[src/rtl/hazard_unit_if.sv]
// Decode-side bundle between the ID stage and the hazard unit: ID decode fields in,
// stall/flush/forward controls out.
interface hazard_unit_if #(
    parameter int REG_AW = 5
);
    logic [REG_AW-1:0] rsD;
    logic [REG_AW-1:0] rtD;
    logic [REG_AW-1:0] writeRegD;
    logic              regWriteD;
    logic              memToRegD;
    logic              isBranchD;
    logic              memStallM;
    logic              stallF;
    logic              stallD;
    logic              flushE;
    logic              forwardAD;
    logic              forwardBD;
    logic [1:0]        forwardAE;
    logic [1:0]        forwardBE;

    modport master (
        output rsD, rtD, writeRegD, regWriteD, memToRegD, isBranchD, memStallM,
        input  stallF, stallD, flushE, forwardAD, forwardBD, forwardAE, forwardBE
    );

    modport slave (
        input  rsD, rtD, writeRegD, regWriteD, memToRegD, isBranchD, memStallM,
        output stallF, stallD, flushE, forwardAD, forwardBD, forwardAE, forwardBE
    );
endinterface

[src/rtl/hazard_unit.sv]
// Scoreboard hazard controller: shadows the register-use fields of EX/MEM/WB and derives
// stalls, the EX flush and all forwarding selects. HAZARD_PERF_CNT_EN adds the stallCnt counter.
module hazard_unit #(
    parameter int REG_AW = 5
`ifdef HAZARD_PERF_CNT_EN
    ,
    parameter int CNT_W  = 16
`endif
) (
    input  logic               clk,
    input  logic               rst,
    hazard_unit_if.slave       hzIf
`ifdef HAZARD_PERF_CNT_EN
    ,
    output logic [CNT_W-1:0]   stallCnt
`endif
);

    typedef struct packed {
        logic              valid;
        logic [REG_AW-1:0] rs;
        logic [REG_AW-1:0] rt;
        logic [REG_AW-1:0] wreg;
        logic              regWrite;
        logic              memToReg;
    } shadowT;

    shadowT eReg;
    shadowT mReg;
    shadowT wReg;
    shadowT eNext;

    logic lwStall;
    logic brStall;
    logic hz;

    // A stage only counts as a producer for a real, nonzero destination.
    function automatic logic writesReg(input shadowT s, input logic [REG_AW-1:0] r);
        return s.valid && s.regWrite && (s.wreg != '0) && (s.wreg == r);
    endfunction

    always_comb begin
        lwStall = eReg.valid && eReg.memToReg &&
                  (writesReg(eReg, hzIf.rsD) || writesReg(eReg, hzIf.rtD));
        brStall = hzIf.isBranchD &&
                  (writesReg(eReg, hzIf.rsD) || writesReg(eReg, hzIf.rtD) ||
                   (mReg.memToReg && (writesReg(mReg, hzIf.rsD) || writesReg(mReg, hzIf.rtD))));
        hz      = lwStall || brStall;
    end

    always_comb begin
        eNext = '0;
        if (!hz) begin
            eNext.valid    = 1'b1;
            eNext.rs       = hzIf.rsD;
            eNext.rt       = hzIf.rtD;
            eNext.wreg     = hzIf.writeRegD;
            eNext.regWrite = hzIf.regWriteD;
            eNext.memToReg = hzIf.memToRegD;
        end
    end

    // The shadow pipe freezes with the real pipeline while data memory is busy.
    always_ff @(posedge clk or negedge rst) begin
        if (!rst) begin
            eReg <= '0;
            mReg <= '0;
            wReg <= '0;
        end else if (!hzIf.memStallM) begin
            wReg <= mReg;
            mReg <= eReg;
            eReg <= eNext;
        end
    end

    logic [REG_AW-1:0] srcE [2];
    logic [REG_AW-1:0] srcD [2];
    logic [1:0]        fwdE [2];
    logic              fwdD [2];

    assign srcE[0] = eReg.rs;
    assign srcE[1] = eReg.rt;
    assign srcD[0] = hzIf.rsD;
    assign srcD[1] = hzIf.rtD;

    // M wins over W when both produce the same register.
    generate
        for (genvar gi = 0; gi < 2; gi++) begin : gFwd
            assign fwdE[gi] = writesReg(mReg, srcE[gi]) ? 2'b10 :
                              writesReg(wReg, srcE[gi]) ? 2'b01 : 2'b00;
            assign fwdD[gi] = writesReg(mReg, srcD[gi]) && !mReg.memToReg;
        end
    endgenerate

    // Outputs are gated by reset so they drop immediately, independent of clk.
    assign hzIf.stallF    = rst && (hzIf.memStallM || hz);
    assign hzIf.stallD    = rst && (hzIf.memStallM || hz);
    assign hzIf.flushE    = rst && !hzIf.memStallM && hz;
    assign hzIf.forwardAE = rst ? fwdE[0] : 2'b00;
    assign hzIf.forwardBE = rst ? fwdE[1] : 2'b00;
    assign hzIf.forwardAD = rst && fwdD[0];
    assign hzIf.forwardBD = rst && fwdD[1];

`ifdef HAZARD_PERF_CNT_EN
    logic [CNT_W-1:0] stallCntReg;

    always_ff @(posedge clk or negedge rst) begin
        if (!rst) begin
            stallCntReg <= '0;
        end else if (hz && !hzIf.memStallM && (stallCntReg != '1)) begin
            stallCntReg <= stallCntReg + 1'b1;
        end
    end

    assign stallCnt = stallCntReg;
`endif

endmodule

[src/flat_wrapper.sv]
// flat-port wrapper written by rule: the top's interface ports become plain ports
module hazard_unit_flat 
#(
    parameter int REG_AW = 5

)
  (clk, rst, hzIf_rsD, hzIf_rtD, hzIf_writeRegD, hzIf_regWriteD, hzIf_memToRegD, hzIf_isBranchD, hzIf_memStallM, hzIf_stallF, hzIf_stallD, hzIf_flushE, hzIf_forwardAD, hzIf_forwardBD, hzIf_forwardAE, hzIf_forwardBE);
  hazard_unit_if #(.REG_AW(REG_AW)) hzIf_i ();
  input  logic clk;
  input  logic rst;
  input wire logic [$bits(hzIf_i.rsD)-1:0] hzIf_rsD;
  input wire logic [$bits(hzIf_i.rtD)-1:0] hzIf_rtD;
  input wire logic [$bits(hzIf_i.writeRegD)-1:0] hzIf_writeRegD;
  input wire logic [$bits(hzIf_i.regWriteD)-1:0] hzIf_regWriteD;
  input wire logic [$bits(hzIf_i.memToRegD)-1:0] hzIf_memToRegD;
  input wire logic [$bits(hzIf_i.isBranchD)-1:0] hzIf_isBranchD;
  input wire logic [$bits(hzIf_i.memStallM)-1:0] hzIf_memStallM;
  output wire logic [$bits(hzIf_i.stallF)-1:0] hzIf_stallF;
  output wire logic [$bits(hzIf_i.stallD)-1:0] hzIf_stallD;
  output wire logic [$bits(hzIf_i.flushE)-1:0] hzIf_flushE;
  output wire logic [$bits(hzIf_i.forwardAD)-1:0] hzIf_forwardAD;
  output wire logic [$bits(hzIf_i.forwardBD)-1:0] hzIf_forwardBD;
  output wire logic [$bits(hzIf_i.forwardAE)-1:0] hzIf_forwardAE;
  output wire logic [$bits(hzIf_i.forwardBE)-1:0] hzIf_forwardBE;
  assign hzIf_i.rsD = hzIf_rsD;
  assign hzIf_i.rtD = hzIf_rtD;
  assign hzIf_i.writeRegD = hzIf_writeRegD;
  assign hzIf_i.regWriteD = hzIf_regWriteD;
  assign hzIf_i.memToRegD = hzIf_memToRegD;
  assign hzIf_i.isBranchD = hzIf_isBranchD;
  assign hzIf_i.memStallM = hzIf_memStallM;
  assign hzIf_stallF = hzIf_i.stallF;
  assign hzIf_stallD = hzIf_i.stallD;
  assign hzIf_flushE = hzIf_i.flushE;
  assign hzIf_forwardAD = hzIf_i.forwardAD;
  assign hzIf_forwardBD = hzIf_i.forwardBD;
  assign hzIf_forwardAE = hzIf_i.forwardAE;
  assign hzIf_forwardBE = hzIf_i.forwardBE;
  hazard_unit #(.REG_AW(REG_AW)) u_core (.clk(clk), .rst(rst), .hzIf(hzIf_i));
endmodule
[config.mk]
export PLATFORM = sky130hd
export DESIGN_NAME = hazard_unit_flat
export DESIGN_NICKNAME = d
export VERILOG_FILES = /design/src/rtl/hazard_unit_if.sv /design/src/rtl/hazard_unit.sv /design/src/flat_wrapper.sv
export SDC_FILE = /design/constraint.sdc
export NUM_CORES = 1
export LEC_CHECK = 0
export CAP_MARGIN = 15
export CORE_MARGIN = 8
export CORE_UTILIZATION = 50
export DETAILED_ROUTE_END_ITERATION = 10
export GPL_ROUTABILITY_DRIVEN = 0
export GPL_TIMING_DRIVEN = 0
export HOLD_SLACK_MARGIN = 0.05
export PLACE_DENSITY = 0.83
export SLEW_MARGIN = 20
export SYNTH_ARGS = -nofsm -noshare
export SYNTH_HDL_FRONTEND = slang
export SYNTH_SLANG_ARGS = --single-unit
[constraint.sdc]
create_clock -name clk -period 3.3 [get_ports clk]
set_input_delay 0.66 -clock clk [delete_from_list [all_inputs] [get_ports clk]]
set_output_delay 0.66 -clock clk [all_outputs]
set_load 0.01 [all_outputs]
# Word-level counts from Yosys, hierarchy flattened
# Cells that the tools add are included.
word_totals:
  ff_bits: 33
  latchBits: 0
  ramBits: 0
  rom_bits: 0
  input_bits: 21
  output_inout_bits: 9
  wordCells: 63
  n_memories: 0
classes:
  addsub: 0
  multipliers: 0
  div_mod_pow: 0
  magnitude_cmp: 0
  n_eq_ne: 8
  n_shift: 0
  mux: 7
  n_bitwise: 0
  n_reduce_logical: 35
ops:
  columns: ["op", "count"]
  rows:
  - ["5-bit equality test", 8]
  - ["1-bit logical AND", 25]
  - ["18-bit 2-to-1 mux", 1]
  - ["5-bit nonzero test", 3]
  - ["2-bit 2-to-1 mux", 4]
  - ["1-bit logical OR", 5]
  - ["1-bit logical NOT", 2]
  - ["1-bit 2-to-1 mux", 2]

# Logic depth before layout (Yosys ltp)
logic_depth:
  depth_word: 10
  mapped_depth: 8
  mapped_depth_nobuf: 5

# Least setup slack after synthesis
# OpenSTA, ideal clock, no wires.
synth_path:
  path_kind: "input port to output port"
  startpoint: "in hzIf_rtD[2]"
  endpoint: "out hzIf_stallF"
  t_arrival_ns: 1.999
  t_required_ns: 2.640
  slack_ns: 0.641
  cell_stages: 7
  n_path_buf: 2
  path_cell_list: "xor2_1 nor3_1 nand3_1 a221oi_1 buf_2 o31a_1 buf_4"
synth_between:
  elab_chain_cells: 9
  elab_cells_between_ends: 13
  classes_between: "eq/ne: 2; reduce/logical: 11"
synth_rtl:
  columns: ["item", "line_no", "source"]
  rows:
  - ["from (decl)", "flat_wrapper.sv:12", "input wire logic [$bits(hzIf_i.rtD)-1:0] hzIf_rtD;"]
  - ["5-bit equality test", "hazard_unit.sv:39", "return s.valid && s.regWrite && (s.wreg != '0) && (s.wreg == r);"]
  - ["1-bit logical AND", "hazard_unit.sv:39", null]
  - ["1-bit logical OR", "hazard_unit.sv:47", "(mReg.memToReg && (writesReg(mReg, hzIf.rsD) || writesReg(mReg, hzIf.rtD))));"]
  - ["1-bit logical AND", "hazard_unit.sv:47", null]
  - ["1-bit logical OR", "hazard_unit.sv:46", "(writesReg(eReg, hzIf.rsD) || writesReg(eReg, hzIf.rtD) ||"]
  - ["1-bit logical AND", "hazard_unit.sv:45", "brStall = hzIf.isBranchD &&"]
  - ["1-bit logical OR *", "hazard_unit.sv:48", "hz = lwStall || brStall;"]
  - ["1-bit logical OR *", null, null]
  - ["1-bit logical AND *", null, null]
  - ["to (decl)", "flat_wrapper.sv:18", "output wire logic [$bits(hzIf_i.stallF)-1:0] hzIf_stallF;"]
# Every way passes the cells marked *; elsewhere a longest branch is shown, timed or not.

# Worst setup path in the final report
layout_path:
  startpoint: "reg u_core.mReg[3] (netlist bit)"
  endpoint: "out hzIf_stallF"
layout_between:
  elab_chain_cells: 10
  elab_cells_between_ends: 13
  classes_between: "eq/ne: 2; reduce/logical: 11"
layout_rtl:
  columns: ["item", "line_no", "source"]
  rows:
  - ["from (decl)", "hazard_unit.sv:29", "shadowT mReg;"]
  - ["from (signal assigned)", "hazard_unit.sv:71", "mReg <= eReg;"]
  - ["5-bit nonzero test", "hazard_unit.sv:39", null]
  - ["1-bit logical AND (2 in series)", "hazard_unit.sv:39", null]
  - ["1-bit logical OR *", "hazard_unit.sv:47", null]
  - ["1-bit logical AND *", "hazard_unit.sv:47", null]
  - ["1-bit logical OR *", "hazard_unit.sv:46", null]
  - ["1-bit logical AND *", "hazard_unit.sv:45", null]
  - ["1-bit logical OR *", "hazard_unit.sv:48", null]
  - ["1-bit logical OR *", "hazard_unit.sv:96", "assign hzIf.stallF = rst && (hzIf.memStallM || hz);"]
  - ["1-bit logical AND *", "hazard_unit.sv:96", null]
# Marked as above.

==> flow_metrics.py <==
metrics = {
    "run_status": {
        "outcome": "completed",
    },
    "yosys": {
        "netlist.area_leader.share_pct": 39.4,
        "synth.largest_area_cell": "dfrtp_1",
        "synth_cells": 191,
        "ys_ff_latch": 33,
        "synth.avg_cell_area_um2": 11.0,
        "yosysSeqAreaShare_pct": 39.4,
        "synth_area_leaders": "dfrtp_1 (39%), o41ai_2 (13%), xnor2_1 (8.3%)",
        "syn-cell-area_um2": 2100,
        "synth_nets": 212,
        "ys_warn_count": 0,
        "ys_types": 27,
    },
    "placement": {
        "port_buffers": 28,
        "dp_slack_ps": -452,
        "placedCellCount": 270,
        "placed_cell_area_um2": 2460,
        "dp_hpwl_mm": 3.83,
    },
    "global_route": {
        "grt_pass1_wl_mm": 8.96,
        "grt_max_degree": 30,
        "gr-usage-all-layers_pct": 18.0,
        "antenna_found_initial": 0,
        "grt-ovfl-total": 0,
        "grt_pass1_vias": 1712,
    },
    "die": {
        "ios": 30,
        "dieArea_um2": 6530,
        "fp.dieW_um": 80.8,
        "die_h_um": 80.8,
        "num_rows": 23,
        "initial_core_util_pct": 52.1,
        "core_um2": 4030,
    },
    "worst_setup_path": {
        "end_kind": "primary output",
        "arrival_ps": 2520,
        "critPathMaxFanout": 10,
        "reg2regPathDepth": 8,
        "crit_type": "flop to primary output",
        "startpoint_type": "flop",
        "crit_required_ps": 2640,
    },
    "power_and_ir_drop": {
        "peakVddDrop_mv": 0.374,
        "power_density_nw_per_um2": 462,
        "leakage_nw": 1.21,
    },
    "sta": {
        "setup_viol": 0,
        "drv_slew": 0,
        "hold_slack_ps": 230,
        "fmax_mhz": 315,
        "period_minus_slack_ps": 3180,
        "relSlewSlack_pct": 49.3,
        "fin_crit_sh_pct": 96.2,
        "tns_ps": 0,
        "finalClockSkew_ps": 8.15,
        "hold_violations": 0,
        "rsz0062_at_grt": "false",
        "finalWorstSetupSlack_ps": 124,
        "tightest_slew_ps": 761,
    },
    "clock_tree": {
        "cts_tree": "yes",
        "cts_buffers": 5,
        "clkSinkCount": 33,
        "insertion_delay_ps": 290,
        "cts.clk_slew.worst_paths_ps": 70,
        "cts_max_level": 2,
        "cts_max_path_buffers": 2,
        "cts-root-buf": "clkbuf_8",
    },
    "layout": {
        "diodes": 0,
        "syn_to_final_growth_pct": 24.4,
        "fin_cells": 281,
        "fin_nets": 251,
        "fillCellCount": 327,
        "drive_above_1_share_pct": 26.4,
        "postLayoutCellArea_um2": 2610,
        "multi_input_area_um2": 1120,
        "seq_area_um2": 826,
    },
    "hold_path": {
        "hold_class": "input pin to async pin",
    },
    "route": {
        "drtAntennaViolNets": 0,
        "routed_wl_mm": 5.31,
        "vias_per_cell": 5.67,
        "routedWlPerCell_um": 18.9,
        "drc": 0,
        "vias": 1593,
        "drt_pass1_iterations": 4,
        "drt_iter0_markers": 100,
    },
    "flow_run": {
        "drv_cap": 0,
    },
}
==> synth_stat cells <==
cell type  instances
nand2_1           18
or4_1              1
buf_2              4
o2111a_2           1
o311a_4            1
and2_1             2
nor2_1             1
nor3_1            11
mux2_2            15
inv_1             18
or3_4              1
clkbuf_1           6
o211ai_1           1
dfrtp_1           33
o211a_1            1
xnor2_1           20
nand4_1            2
o31ai_2            1
and4b_1            2
xor2_1            20
o2111ai_1          1
o31a_1             1
nand3_1            6
buf_4              3
a221oi_1           1
buf_6              3
o41ai_2           17
==> critical path, cell delays in order (launching register included) <==
cell,delay [ps]
dfrtp_1,380
buf_6,140
or3_4,380
o311a_4,350
o2111a_2,160
buf_8,150
o31a_1,250
buf_4,130
dlygate4sd2_1,270
==> worst paths after layout <==
path | end | slack, ps | from
min in group clk | u_core.eReg[0]$_DFFE_PN0N_ | 520 | u_core.eReg[0]$_DFFE_PN0N_
worst max register to register | u_core.eReg[12]$_DFFE_PN0N_ | 1280 | u_core.eReg[2]$_DFFE_PN0N_
worst max-delay path | hzIf_stallF | 120 | u_core.mReg[3]$_DFFE_PN0N_
worst min-delay path | u_core.eReg[8]$_DFFE_PN0N_ | 230 | rst
max in group asynchronous | u_core.wReg[1]$_DFFE_PN0N_ | 2630 | rst
worst min register to register | u_core.eReg[0]$_DFFE_PN0N_ | 520 | u_core.eReg[0]$_DFFE_PN0N_
==> registers in the layout, summed over array words and instances, names as in the netlist <==
register     cells
u_core.eReg     18
u_core.mReg      8
u_core.wReg      7
==> metrics by stage <==
| stage | util [%] | total power, mW |
|---|---|---|
| 3_5_place_dp | 61.0 | 0.815 |
| 2_1_floorplan | - | 0.714 |
| 5_1_grt | 64.8 | 1.27 |
| 6_report | 64.8 | 1.21 |
| 3_3_place_gp | 60.6 | 0.799 |
| 4_1_cts | 64.5 | 1.22 |
==> cell families (layout without fill, tap and decap cells) <==
kind of cell,after synthesis,in the layout,synth area share (%)
AND/OR/NAND/NOR,44,44,10.5
XOR/XNOR,40,40,16.7
buffers and inverters,34,74,7.93
flip-flops,33,33,39.4
AO/OA/AOI/OAI,25,25,17.5
multiplexers,15,15,8.05
==> report_power, final <==
part           leakage [nW]  total [mW]  switching (mW)  internal (mW)
Clock                0.0585       0.397           0.150          0.246
Combinational         0.753       0.295           0.139          0.156
Sequential            0.398       0.515          0.0597          0.456
Total                  1.21        1.21           0.349          0.857
==> cells in the final DEF (no fill, tap or decap), types with 6 or more instances in the layout <==
| cell | Yosys | routed |
|---|---|---|
| dfrtp_1 | 33 | 33 |
| xor2_1 | 20 | 20 |
| xnor2_1 | 20 | 20 |
| inv_1 | 18 | 18 |
| nand2_1 | 18 | 18 |
| o41ai_2 | 17 | 17 |
| mux2_2 | 15 | 15 |
| clkdlybuf4s50_1 | 0 | 14 |
| dlygate4sd2_1 | 0 | 11 |
| nor3_1 | 11 | 9 |
| buf_4 | 3 | 8 |
| clkbuf_1 | 6 | 7 |
| nand3_1 | 6 | 6 |
| clkbuf_8 | 0 | 6 |
==> layer usage <==
metal	vias to the layer above	share of wire [%]	global-route usage (%)
met5	-	0	0
met4	0	1.7	7.14
met3	8	6.8	5.08
met2	58	50	28.7
met1	789	41	22.7
li1	738	-	-
==> area by class of cell <==
type	count	share of cell area [%]
well taps	50	2.40
clock inverters	1	1.15
flip-flops and latches	33	31.6
repair buffers	32	11.8
multi-input cells	124	43.0
plain buffers	16	4.12
inverters	18	2.59
clock buffers	7	3.31
==> timing repair <==
action / in CTS / in global routing
hold buffers: 0 / 0
resized for setup: 17 / 2
pin swaps: 2 / 1
setup buffers: 2 / 1
setup endpoints to repair: 3 / 2
No activity file was read; power rests on OpenSTA's default activity.
